$ cat config.mk
export PLATFORM = sky130hd
export DESIGN_NAME = mem_pause_seq
export DESIGN_NICKNAME = d
export VERILOG_FILES = /design/src/rtl/mem_pause_seq_pkg.sv /design/src/rtl/mem_pause_seq_wdt.sv /design/src/rtl/mem_pause_seq.sv
export SDC_FILE = /design/constraint.sdc
export NUM_CORES = 1
export LEC_CHECK = 0
export ABC_AREA = 1
export ABC_CLOCK_PERIOD_IN_PS = 3400
export BUFFER_PORTS_ARGS = -buffer_cell sky130_fd_sc_hd__buf_2
export CORE_MARGIN = 4
export CORE_UTILIZATION = 50
export DETAILED_ROUTE_END_ITERATION = 6
export GPL_TIMING_DRIVEN = 0
export PLACE_DENSITY = 0.87
export SLEW_MARGIN = 25
export SYNTH_ARGS = -nofsm -noshare
export SYNTH_HDL_FRONTEND = slang
export SYNTH_SLANG_ARGS = --single-unit
$ cat constraint.sdc
create_clock -name clk -period 3.4 [get_ports clk]
set_input_delay 0.17 -clock clk [delete_from_list [all_inputs] [get_ports clk]]
set_output_delay 0.17 -clock clk [all_outputs]
set_load 0.02 [all_outputs]
$ cat src/rtl/mem_pause_seq_pkg.sv
// Shared types and defaults for the IF/MEM bus sequencer.
// Latency: n/a (types and constants only).
// Backpressure: n/a.
package mem_pause_seq_pkg;

   // Sequencer states: idle, data transfer, instruction fetch, one-cycle release.
   typedef enum logic [1:0] {
      S_IDLE  = 2'd0,
      S_DATA  = 2'd1,
      S_FETCH = 2'd2,
      S_DONE  = 2'd3
   } state_t;

   // Default bus wait limit and the watchdog counter width that can hold it.
   localparam int DEF_TIMEOUT_CYCLES = 255;
   localparam int DEF_CNT_W          = 8;

   // True while a bus transfer is being sequenced (pipeline must stay frozen).
   function automatic logic is_bus_state(input state_t s);
      return (s == S_DATA) || (s == S_FETCH);
   endfunction

endpackage

$ cat src/rtl/mem_pause_seq_wdt.sv
// Bus watchdog: counts wait cycles of one transfer and flags expiry.
// Latency: expire is combinational in the TIMEOUT_CYCLES-th waiting cycle.
// Backpressure: none; run/clr come straight from the bus handshake.
// Ports: clk, rst (sync, active-high); run = transfer waiting this cycle;
//        clr = no transfer outstanding; expire = abort the transfer now.
module mem_pause_seq_wdt
   import mem_pause_seq_pkg::*;
#(
   parameter int TIMEOUT_CYCLES = DEF_TIMEOUT_CYCLES,
   parameter int CNT_W          = DEF_CNT_W
) (
   input  logic clk,
   input  logic rst,
   input  logic run,
   input  logic clr,
   output logic expire
);

   logic [CNT_W-1:0] cnt;

   always_ff @(posedge clk) begin
      if (rst || clr) begin
         cnt <= '0;
      end else if (run) begin
         cnt <= cnt + 1'b1;
      end
   end

   // cnt holds the number of wait cycles already spent, so the current cycle
   // is wait number cnt+1.
   assign expire = run && (cnt == CNT_W'(TIMEOUT_CYCLES - 1));

endmodule

$ cat src/rtl/mem_pause_seq.sv
// Sequences MEM data accesses and IF fetches onto one req/ready bus; drives pipeline pause.
// Latency: fetch alone 3 cycles, data+fetch 5 cycles, plus bus wait states.
// Backpressure: pause freezes the pipeline until all requests of the cycle are served.
// Optional feature macro: BUS_TIMEOUT_EN (bus watchdog, abort and bus_err pulse).
// Ports:
//   clk, rst                 clock, synchronous active-high reset
//   if_req, if_addr          instruction fetch request from IF
//   mem_req, mem_we, mem_addr, mem_wdata, mem_be   data access from MEM
//   bus_ready, bus_rdata     bus completion and read data
//   bus_req, bus_we, bus_addr, bus_wdata, bus_be   registered bus request
//   pause                    pipeline freeze (combinational)
//   if_rdata, mem_rdata      results, valid in the DONE cycle
//   bus_err                  one-cycle pulse in DONE after a timed-out transfer
module mem_pause_seq
   import mem_pause_seq_pkg::*;
#(
   parameter int AW             = 32,
   parameter int DW             = 32,
   parameter int TIMEOUT_CYCLES = DEF_TIMEOUT_CYCLES,
   parameter int CNT_W          = DEF_CNT_W
) (
   input  logic            clk,
   input  logic            rst,
   input  logic            if_req,
   input  logic [AW-1:0]   if_addr,
   input  logic            mem_req,
   input  logic            mem_we,
   input  logic [AW-1:0]   mem_addr,
   input  logic [DW-1:0]   mem_wdata,
   input  logic [DW/8-1:0] mem_be,
   input  logic            bus_ready,
   input  logic [DW-1:0]   bus_rdata,
   output logic            bus_req,
   output logic            bus_we,
   output logic [AW-1:0]   bus_addr,
   output logic [DW-1:0]   bus_wdata,
   output logic [DW/8-1:0] bus_be,
   output logic            pause,
   output logic [DW-1:0]   if_rdata,
   output logic [DW-1:0]   mem_rdata,
   output logic            bus_err
);

   if ((2 ** CNT_W) <= TIMEOUT_CYCLES) begin : g_cnt_w_check
      $error("mem_pause_seq: CNT_W too small for TIMEOUT_CYCLES");
   end

   state_t state, state_nxt;
   logic   xfer_abort;
   logic   xfer_done;

`ifdef BUS_TIMEOUT_EN
   logic err_flag;

   mem_pause_seq_wdt #(
      .TIMEOUT_CYCLES (TIMEOUT_CYCLES),
      .CNT_W          (CNT_W)
   ) u_wdt (
      .clk    (clk),
      .rst    (rst),
      .run    (bus_req & ~bus_ready),
      .clr    (~bus_req),
      .expire (xfer_abort)
   );

   // Remembers an aborted transfer until the release cycle reports it.
   always_ff @(posedge clk) begin
      if (rst) begin
         err_flag <= 1'b0;
      end else if (xfer_abort) begin
         err_flag <= 1'b1;
      end else if (state == S_DONE) begin
         err_flag <= 1'b0;
      end
   end

   assign bus_err = (state == S_DONE) && err_flag;
`else
   assign xfer_abort = 1'b0;
   assign bus_err    = 1'b0;
`endif

   // A ready seen while bus_req is low (gap cycle, after reset) is not ours.
   assign xfer_done = bus_req && (bus_ready || xfer_abort);

   always_comb begin
      state_nxt = state;
      pause     = is_bus_state(state);
      case (state)
         S_IDLE: begin
            // MEM holds the older instruction, so it is served first.
            if (mem_req) begin
               state_nxt = S_DATA;
               pause     = 1'b1;
            end else if (if_req) begin
               state_nxt = S_FETCH;
               pause     = 1'b1;
            end
         end
         S_DATA: begin
            if (xfer_done) begin
               state_nxt = if_req ? S_FETCH : S_DONE;
            end
         end
         S_FETCH: begin
            if (xfer_done) begin
               state_nxt = S_DONE;
            end
         end
         // Requests seen here belong to the instruction advancing at this edge.
         S_DONE:  state_nxt = S_IDLE;
         default: state_nxt = S_IDLE;
      endcase
   end

   always_ff @(posedge clk) begin
      if (rst) begin
         state     <= S_IDLE;
         bus_req   <= 1'b0;
         bus_we    <= 1'b0;
         bus_addr  <= '0;
         bus_wdata <= '0;
         bus_be    <= '0;
         if_rdata  <= '0;
         mem_rdata <= '0;
      end else begin
         state <= state_nxt;
         if (xfer_done) begin
            // Drop the request after completion; in DATA->FETCH this yields the
            // one idle bus cycle between the two transfers.
            bus_req <= 1'b0;
            if (state == S_FETCH) begin
               if_rdata <= xfer_abort ? '0 : bus_rdata;
            end else if (!bus_we) begin
               mem_rdata <= xfer_abort ? '0 : bus_rdata;
            end
         end else if (!bus_req) begin
            if (state == S_IDLE && state_nxt == S_DATA) begin
               bus_req   <= 1'b1;
               bus_we    <= mem_we;
               bus_addr  <= mem_addr;
               bus_wdata <= mem_wdata;
               bus_be    <= mem_we ? mem_be : '1;
            end else if (state_nxt == S_FETCH) begin
               // Covers IDLE->FETCH and the gap cycle after a data transfer.
               bus_req   <= 1'b1;
               bus_we    <= 1'b0;
               bus_addr  <= if_addr;
               bus_wdata <= '0;
               bus_be    <= '1;
            end
         end
      end
   end

endmodule

==> results of run 1 <==
-- cell families after synthesis --
| group | count (synthesis) | share of synthesized area, % |
|---|---|---|
| AOI/OAI and AO/OA | 104 | 9.39 |
| adders and majority gates | 4 | 0.892 |
| buffers and inverters | 105 | 8.92 |
| DFF | 136 | 48.5 |
| other | 1 | 0.0668 |
| and+or+nand+nor | 458 | 32.2 |
-- metrics by stage --
stage	hold slack, ns	std cells	power (mW)
after floorplan	0.305	808	3.30
final	0.0152	1266	5.94
after global placement	0.408	1219	3.90
after global routing	0.00625	1266	6.28
after detailed placement	0.415	1219	3.94
after CTS	0.0000520	1265	5.97
-- power by group through the flow --
stage,combinational (mW),sequential [mW],clock [mW]
6_report,1.92,2.00,2.02
5_1_grt,2.13,2.03,2.12
4_1_cts,1.92,2.00,2.04
3_5_place_dp,1.90,2.03,0
3_3_place_gp,1.87,2.02,0
2_1_floorplan,0.948,2.35,0
-- cells in the mapped netlist (all sizes together) --
master | n | area (um2)
nand3 | 34 | 170
o21bai | 1 | 7.51
a21oi | 69 | 349
inv | 53 | 199
buf | 21 | 185
nand4 | 4 | 25.0
dfxtp | 136 | 2720
ha | 4 | 50.1
clkinv | 1 | 3.75
nor2 | 137 | 522
clkbuf | 30 | 113
conb | 1 | 3.75
o21ai | 34 | 170
nand2 | 282 | 1090
nor3 | 1 | 5.00
-- tightest hold or removal path, delay by kind of cell --
kind                   cells  cell delay, ns
buffers and inverters      1            0.09
AO/OA/AOI/OAI              1            0.05
AND/OR/NAND/NOR            1            0.05
-- timing repair --
action,4_1_cts,5_1_grt
hold endpoints to repair,15,0
hold buffers,15,0
buffers inserted,0,0
-- how the worst max path moves through the flow --
| stage | end | slack, ns | cells past startpoint |
|---|---|---|---|
| 4_1_cts | mem_rdata[27] | 1.21 | 8 |
| 6_report | mem_rdata[13] | 1.17 | 8 |
| 3_3_place_gp | mem_rdata[27] | 1.24 | 8 |
| 2_1_floorplan | bus_addr[10] | 1.62 | 12 |
| 3_5_place_dp | mem_rdata[13] | 1.24 | 8 |
| 5_1_grt | mem_rdata[2] | 1.02 | 8 |
-- cell type report --
class / instances / area [um2] / area share (%)
antenna: 1 / 2.50 / 0.0315
buffer: 51 / 298 / 3.75
clock buffer: 18 / 429 / 5.40
clock inverter: 13 / 218 / 2.74
inverter: 54 / 203 / 2.55
multi-input combinational: 567 / 2390 / 30.1
sequential: 136 / 2720 / 34.3
tap: 140 / 175 / 2.21
timing repair buffer: 286 / 1510 / 19.0
-- registers in the layout, indices dropped and copies added, names as in the netlist --
signal	count
bus_addr	32
bus_we	1
bus_req	1
mem_rdata	32
state	2
bus_be	4
bus_wdata	32
if_rdata	32
-- per-layer routing --
layer | up-vias | track usage (%) | share of wire, % | wire [um]
met5 | - | 0 | 0 | 0
met2 | 275 | 46.4 | 49 | 8780
met1 | 2715 | 28.8 | 38 | 6860
met4 | 0 | 12.4 | 3.2 | 565
met3 | 47 | 8.86 | 9.3 | 1660
li1 | 3115 | - | - | -
==> metrics.txt, run 1 <==
CTS root buf clkbuf_16; CTS tree done; Mapped Cells 808; ANT nets after route 0; area growth from synthesis to layout 41.5%; Tot GR Track Use 26.5%; # IOs 274; clock tree buffer depth 2; reg2reg setup slack 1.17 ns; worst skew pair latency 0.41 ns; Max Cap Violations 0; most frequent cells in the layout 277 x nand2_1, 275 x buf_2, 136 x nor2_1, 136 x dfxtp_1, 68 x a21oi_1; initial antenna violation count 1; Pwr per Cell Area 748 mW/mm2; Worst Hold End bus_wdata[8]; cells on worst reg2reg path 8; crit path launch state[0]; pin count of the biggest net entering global routing 17; GRT overflow 0; Max IR drop VDD 0.410 mV; register area share after synthesis 48.5%; # rows 38; Iter 0 DRT Violations 377; pre-CTS worst setup slack 1.24 ns; vias in the first global route 5915; part of the power in the clock network 34.0%; ordered cell list for the critical path inv_1 > ha_1 > buf_2 > nor3_1 > inv_1 > clkbuf_1 > nor2_1 > nor2_1; slowest CP cell nor3_1; Worst EP required 3.69 ns; fin area 0.00794 mm2; Crit Path Category reg -> reg; critical path's largest stage delay 0.52 ns; # nets final 1255; Area after DPL 0.00714 mm2; total CTS buffers 17; Seq cells post-synth 136; port bufs 271; syn_area_per_cell 6.95 um2; RR Endpoint mem_rdata[13]; post-DP HPWL 13300 um; unrepaired setup endpoints after global routing no; worst hold start mem_wdata[8]; WP buf/inv 4; Top Family by Delay on Critical Path buffers and inverters; Sw Share 35.5%; Hold Path Stages 3; DR pass1 iterations 5; most common cell after layout, fill and taps aside nand2_1; DRT Wirelength 17900 um; final core utilization 72.6%; clk sinks 136; worst slew pin tran 0.595 ns; Critical Path Fanout Max 10; Cell Area, Synth 0.00561 mm2; fmax 449 MHz; Final Setup Violations 0; number of cells upsized or downsized after cts 0; final setup margin 1.17 ns; chip height 114 um; register share of total power 33.7%; H-tree levels 4; Final Max Tran Viols 0; gpl congestion 0.877; Filler cells 914; Via-to-Cell Ratio 4.86; Final Skew 0.0116 ns; Initial Utilization 51.3%; Gate power share 32.2%; Final min period 2.23 ns; via count 6152; synth warn 0; final period utilization 65.5%; Clock Pin Slew Worst Setup and Hold Paths 0.06 ns; critical path endpoint category register; Final Hold Viols 0; Hold WC Path Type in -> reg; setup TNS 0 ns; internal power 3.84 mW; Synth Net Count 950; worst reg2reg path startpoint state[0]; die area 0.0130 mm2; post-synth cell types 22; share of cells above drive strength 1 29.3%; wire per inst 14.1 um; Sw Pwr 2.11 mW; die width 114 um; Slew HR 60.0%; Core ar. 0.0109 mm2; outcome completed; crit start category register; static leakage 4.20 nW; drt drc 0; WP data arrival 2.52 ns; first-pass GRT wire length 27600 um
No activity file was read; power rests on OpenSTA's default activity.
==> run 2: changes to the inputs <==
Settings changed: ABC_AREA 1 to 0, ABC_CLOCK_PERIOD_IN_PS 3400 to 1800, CORE_UTILIZATION 50 to 41, PLACE_DENSITY 0.87 to 0.77.
Clock period 3.4 ns to 1.8 ns, I/O delays scaled along.
==> run 2 against run 1 <==
Compared with the run above: highest routed layer unchanged; cell count fell by 2.5%; sequential share of layout area fell by 6.7 points; worst hold slack improved by 0.0017 ns; critical endpoint is now bus_wdata[24]; maximum frequency rose by 2.3%; die area rose by 19%; non-clock buffer count rose by 113; core utilization rose by 2.3 points; the run now ends with negative setup slack left.
==> metrics.txt, run 2 <==
fin area 0.00992 mm2; # IOs 274; syn_area_per_cell 8.79 um2; ys async rst share 0%; critical path's largest stage delay 0.38 ns; Top Family by Delay on Critical Path simple AND/OR/NAND/NOR gates; Max IR drop VDD 0.697 mV; worst slew pin tran 0.730 ns; Worst EP required 2.12 ns; Iter 0 DRT Violations 567; Core ar. 0.0132 mm2; Synth top cells by count 163 x nand2_1, 136 x dfxtp_1, 98 x a21oi_1; share of cells above drive strength 1 47.7%; port bufs 271; drt drc 0; crit start category register; Cell Area, Synth 0.00554 mm2; GRT overflow 0; synth warn 0; Final min period 2.18 ns; multi-input logic area 0.00309 mm2; Critical Path Fanout Max 7; wire per inst 20.4 um; most frequent cell on the critical path buf_8; Mapped Cells 630; most common cell after layout, fill and taps aside buf_2; Hold WC Path Type in -> reg; Final Skew 0.00779 ns; Final Hold Viols 0; via count 6793; critical path endpoint category register; Tot GR Track Use 26.9%; total CTS buffers 17; CTS root buf clkbuf_16; Clock Pin Slew Worst Setup and Hold Paths 0.06 ns; count leader, synth nand2_1; Crit Path Category reg -> reg; pin count of the biggest net entering global routing 17; DRT Wirelength 25200 um; top post-synthesis cells by area dfxtp_1 49%, nand2_1 11%, nor3_2 11%; DR pass1 iterations 5; most frequent cells in the layout 272 x buf_2, 146 x nand2_1, 133 x dfxtp_1, 103 x dlygate4sd3_1, 88 x a21oi_1; Pwr per Cell Area 1630 mW/mm2; initial antenna violation count 4; cell taking the most area after synthesis dfxtp_1; CTS tree done; first-pass GRT wire length 32000 um; ordered cell list for the critical path inv_4 > ha_4 > or2b_4 > o221a_4 > and4_4 > buf_8 > buf_12 > buf_8 > nand2_2 > a21oi_1; Cell Count, Final, Fillers Out 1234; fmax 459 MHz; final setup margin -0.377 ns; Final Max Tran Viols 0; chip height 124 um; Area after DPL 0.00728 mm2; top-area cell type share of the netlist area 49.2%; Final Setup Violations 69; ys flop type dfxtp_1; area growth from synthesis to layout 79.2%; Via-to-Cell Ratio 5.50; Seq cells post-synth 136; # nets final 1185; post-synth cell types 41; EDFF count, synth 0; unrepaired setup endpoints after global routing yes; Fin Hold WS 0.0169 ns; WP buf/inv 4; Slew HR 51.3%; placed insts 1077; failing checks negative setup slack; static leakage 4.29 nW; FF+latch area 0.00273 mm2; gpl congestion 0.809; slowest CP cell dfxtp_4; outcome finished with violations; post-DP HPWL 13100 um; final period utilization 121%; die width 124 um; register area share after synthesis 49.2%; worst skew pair latency 0.41 ns; clk sinks 136; WP data arrival 2.49 ns; Filler cells 879; clock tree buffer depth 2; vias in the first global route 6397; H-tree levels 4; die area 0.0154 mm2; Synth Net Count 772; setup TNS -15.33 ns; Initial Utilization 41.8%; # rows 42; ANT nets after route 0; Max Cap Violations 0
run 2: cell types whose count changed after synthesis, moves of 5 or more:
cell,before,now
clkbuf_1,30,25
nand2_1,277,163
nor2_1,136,2
inv_1,52,3
o21ai_0,34,2
a21oi_1,68,98
o22ai_1,0,32
nor3_1,1,14
buf_2,4,10
nor3_2,0,60
run 2: where the power goes:
| group | leakage [nW] | total (mW) | switching [mW] | internal [mW] |
|---|---|---|---|---|
| Combinational | 2.85 | 8.06 | 4.45 | 3.61 |
| Sequential | 1.11 | 4.14 | 0.509 | 3.63 |
| Clock | 0.323 | 3.96 | 1.33 | 2.63 |
run 2: layout make-up:
| type | count | share of cell area, % |
|---|---|---|
| Buffer | 53 | 4.71 |
| Timing Repair Buffer | 397 | 27.5 |
| Sequential cell | 136 | 27.5 |
| Tap cell | 176 | 2.22 |
| Inverter | 3 | 0.164 |
| Clock buffer | 19 | 4.47 |
| Clock inverter | 11 | 2.22 |
| Multi-Input combinational cell | 435 | 31.1 |
| Antenna cell | 4 | 0.101 |
run 2: stage by stage:
| stage | power, mW | setup WS (ns) | utilization, % |
|---|---|---|---|
| global placement | 9.50 | -0.439 | 55.0 |
| global route | 16.8 | -0.522 | 74.9 |
| CTS | 14.3 | -0.251 | 69.9 |
| detailed placement | 9.60 | -0.459 | 55.0 |
| floorplan | 8.11 | -0.118 | - |
| finish | 16.2 | -0.377 | 74.9 |
run 2: logic make-up (layout without fill, tap and decap cells):
family                   after synthesis  count (layout)  synth area share (%)
AO/OA/AOI/OAI                        141             141                  14.5
flip-flops                           136             136                  49.2
buffers and inverters                 59             483                  6.67
adder cells (fa/ha/maj)                4               4                 0.904
AND/OR/NAND/NOR                      289             289                  28.7
other                                  1               5                0.0677
run 2: path summary, 6_finish.rpt:
check / from / depth (start not counted) / slack (ns) / to
max reg2reg: state[0] / 10 / -0.38 / bus_wdata[24]
min: mem_addr[26] / 3 / 0.02 / bus_addr[26]
min reg2reg: if_rdata[2] / 2 / 0.45 / if_rdata[2]
max: state[0] / 10 / -0.38 / bus_wdata[24]
run 2: tightest hold or removal path: cells and delay by family:
| kind | cells | cell delay (ns) |
|---|---|---|
| buf+inv | 1 | 0.09 |
| simple gates | 1 | 0.14 |
| compound gates | 1 | 0.08 |
run 2: timing repair:
item / 4_1_cts / 5_1_grt
setup endpoints to repair: 106 / 104
pin swaps: 5 / 37
resized for setup: 49 / 111
cloned: 1 / 9
buffers inserted: 8 / 6
hold endpoints to repair: 129 / 1
hold buffers: 101 / 1
run 2: layer usage:
metal / GRT usage (%) / share of wire, % / routed length (um) / vias to the layer above
met4: 13.1 / 5.8 / 1460 / 0
met1: 26.8 / 33 / 8410 / 3163
met2: 49.8 / 50 / 12700 / 489
met5: 0 / 0 / 0 / -
li1: - / - / - / 3010
met3: 9.17 / 11 / 2660 / 131
==> run 3: changes to the inputs <==
Settings changed: ABC_CLOCK_PERIOD_IN_PS 1800 to 2040, CORE_UTILIZATION 41 to 46, PLACE_DENSITY 0.77 to 0.81.
Clock period 1.8 ns to 2.04 ns, I/O delays scaled along.
==> run 3 against run 2 <==
Compared with the run above: the run still ends with negative setup slack left; core utilization up 4.7 points; non-clock buffer count down 27; sequential power down 12%.
==> metrics.txt, run 3 (synthesis gave the netlist of run 2 again) <==
final period utilization 106%; pre-CTS worst setup slack -0.279 ns; unrepaired setup endpoints after global routing yes; WP data arrival 2.48 ns; Hold WC Path Type in -> reg; initial antenna violation count 1; area growth from synthesis to layout 67.0%; Critical Path Fanout Max 10; wire per inst 19.5 um; worst skew pair latency 0.42 ns; drt drc 0; Slew HR 52.6%; Max IR drop VDD 0.706 mV; worst slew pin tran 0.710 ns; Final min period 2.16 ns; clock tree buffer depth 2; Max Cap Violations 0; most frequent cells in the layout 274 x buf_2, 154 x nand2_1, 134 x dfxtp_1, 95 x a21oi_1, 85 x dlygate4sd3_1; GRT overflow 0; most common cell after layout, fill and taps aside buf_2; critical path endpoint category register; # rows 39; DRT Wirelength 22900 um; vias in the first global route 6263; Final Setup Violations 55; port bufs 271; Iter 0 DRT Violations 434; die area 0.0139 mm2; Final Max Tran Viols 0; failing checks negative setup slack; CTS tree done; Worst EP required 2.36 ns; DR pass1 iterations 7; max layer used met4; total CTS buffers 17; first-pass GRT wire length 31900 um; Filler cells 704; Via-to-Cell Ratio 5.47; share of cells above drive strength 1 44.2%; die width 118 um; DRT met1 WL 8010 um; via count 6415; outcome finished with violations; clk sinks 136; post-DP HPWL 13000 um; pin count of the biggest net entering global routing 17; final setup margin -0.124 ns; chip height 118 um; fmax 462 MHz; Core ar. 0.0116 mm2; CTS root buf clkbuf_16; Initial Utilization 47.7%; H-tree levels 4; Tot GR Track Use 28.4%; static leakage 4.01 nW; Crit Path Category reg -> reg; Pwr per Cell Area 1420 mW/mm2; crit start category register; final core utilization 79.6%; gpl congestion 0.857; Final Skew 0.00784 ns; Clock Pin Slew Worst Setup and Hold Paths 0.06 ns; ANT nets after route 0; met2 wire length 11800 um; Final Hold Viols 0; # IOs 274; # nets final 1158; DR WL met3 1870 um
[run 3: worst max-delay path, stage by stage, from the launching register on]
cell and delay, ns:
dfxtp_4 0.39, inv_6 0.05, ha_4 0.18, or2b_4 0.25, o221a_4 0.24, and4_4 0.28, buf_8 0.14, clkbuf_4 0.21
nand2_1 0.09, a21oi_1 0.22
[run 3: worst paths after layout]
path          startpoint       endpoint  slack, ns  cells past startpoint
max             state[0]  bus_wdata[14]      -0.12                      9
min          if_addr[26]   bus_addr[26]       0.02                      3
max reg2reg     state[0]  bus_wdata[14]      -0.12                      9
min reg2reg  if_rdata[3]    if_rdata[3]       0.45                      2
[run 3: routing by layer]
layer	GRT usage, %	up-vias
met5	0	-
met4	15.3	0
met3	9.47	110
met2	50.5	375
met1	29.4	2984
li1	-	2946
[run 3: layout make-up]
cell class	instances	area (um2)	area share [%]
multi-input combinational	435	2890	31.2
sequential	136	2730	29.5
timing repair buffer	367	2370	25.6
clock buffer	23	478	5.17
buffer	56	462	4.99
tap	143	179	1.94
clock inverter	8	120	1.30
inverter	3	18.8	0.203
antenna	1	2.50	0.0271
[run 3: stage by stage]
| step | instance area, um2 | hold slack (ns) | std cells | total power, mW | TNS, ns |
|---|---|---|---|---|---|
| floorplan | 5540 | 0.238 | 630 | 6.79 | 0 |
| global placement | 7070 | 0.346 | 1044 | 7.99 | -10.31 |
| detailed placement | 7070 | 0.349 | 1044 | 8.08 | -12.47 |
| CTS | 8750 | 0.000334 | 1161 | 11.8 | -0.258 |
| global route | 9240 | 0.0140 | 1172 | 13.7 | -6.13 |
| finish | 9240 | 0.0161 | 1172 | 13.1 | -2.43 |
[run 3: where the power goes]
part           internal, mW  switching [mW]  total (mW)
Sequential             3.20           0.426        3.63
Clock                  2.01            1.15        3.15
Combinational          2.76            3.61        6.36
[run 3: what timing repair did]
action,4_1_cts,5_1_grt
resized for setup,41,78
buffers inserted,6,2
hold buffers,80,4
setup endpoints to repair,98,98
hold endpoints to repair,112,4
pin swaps,10,19
cloned,0,4
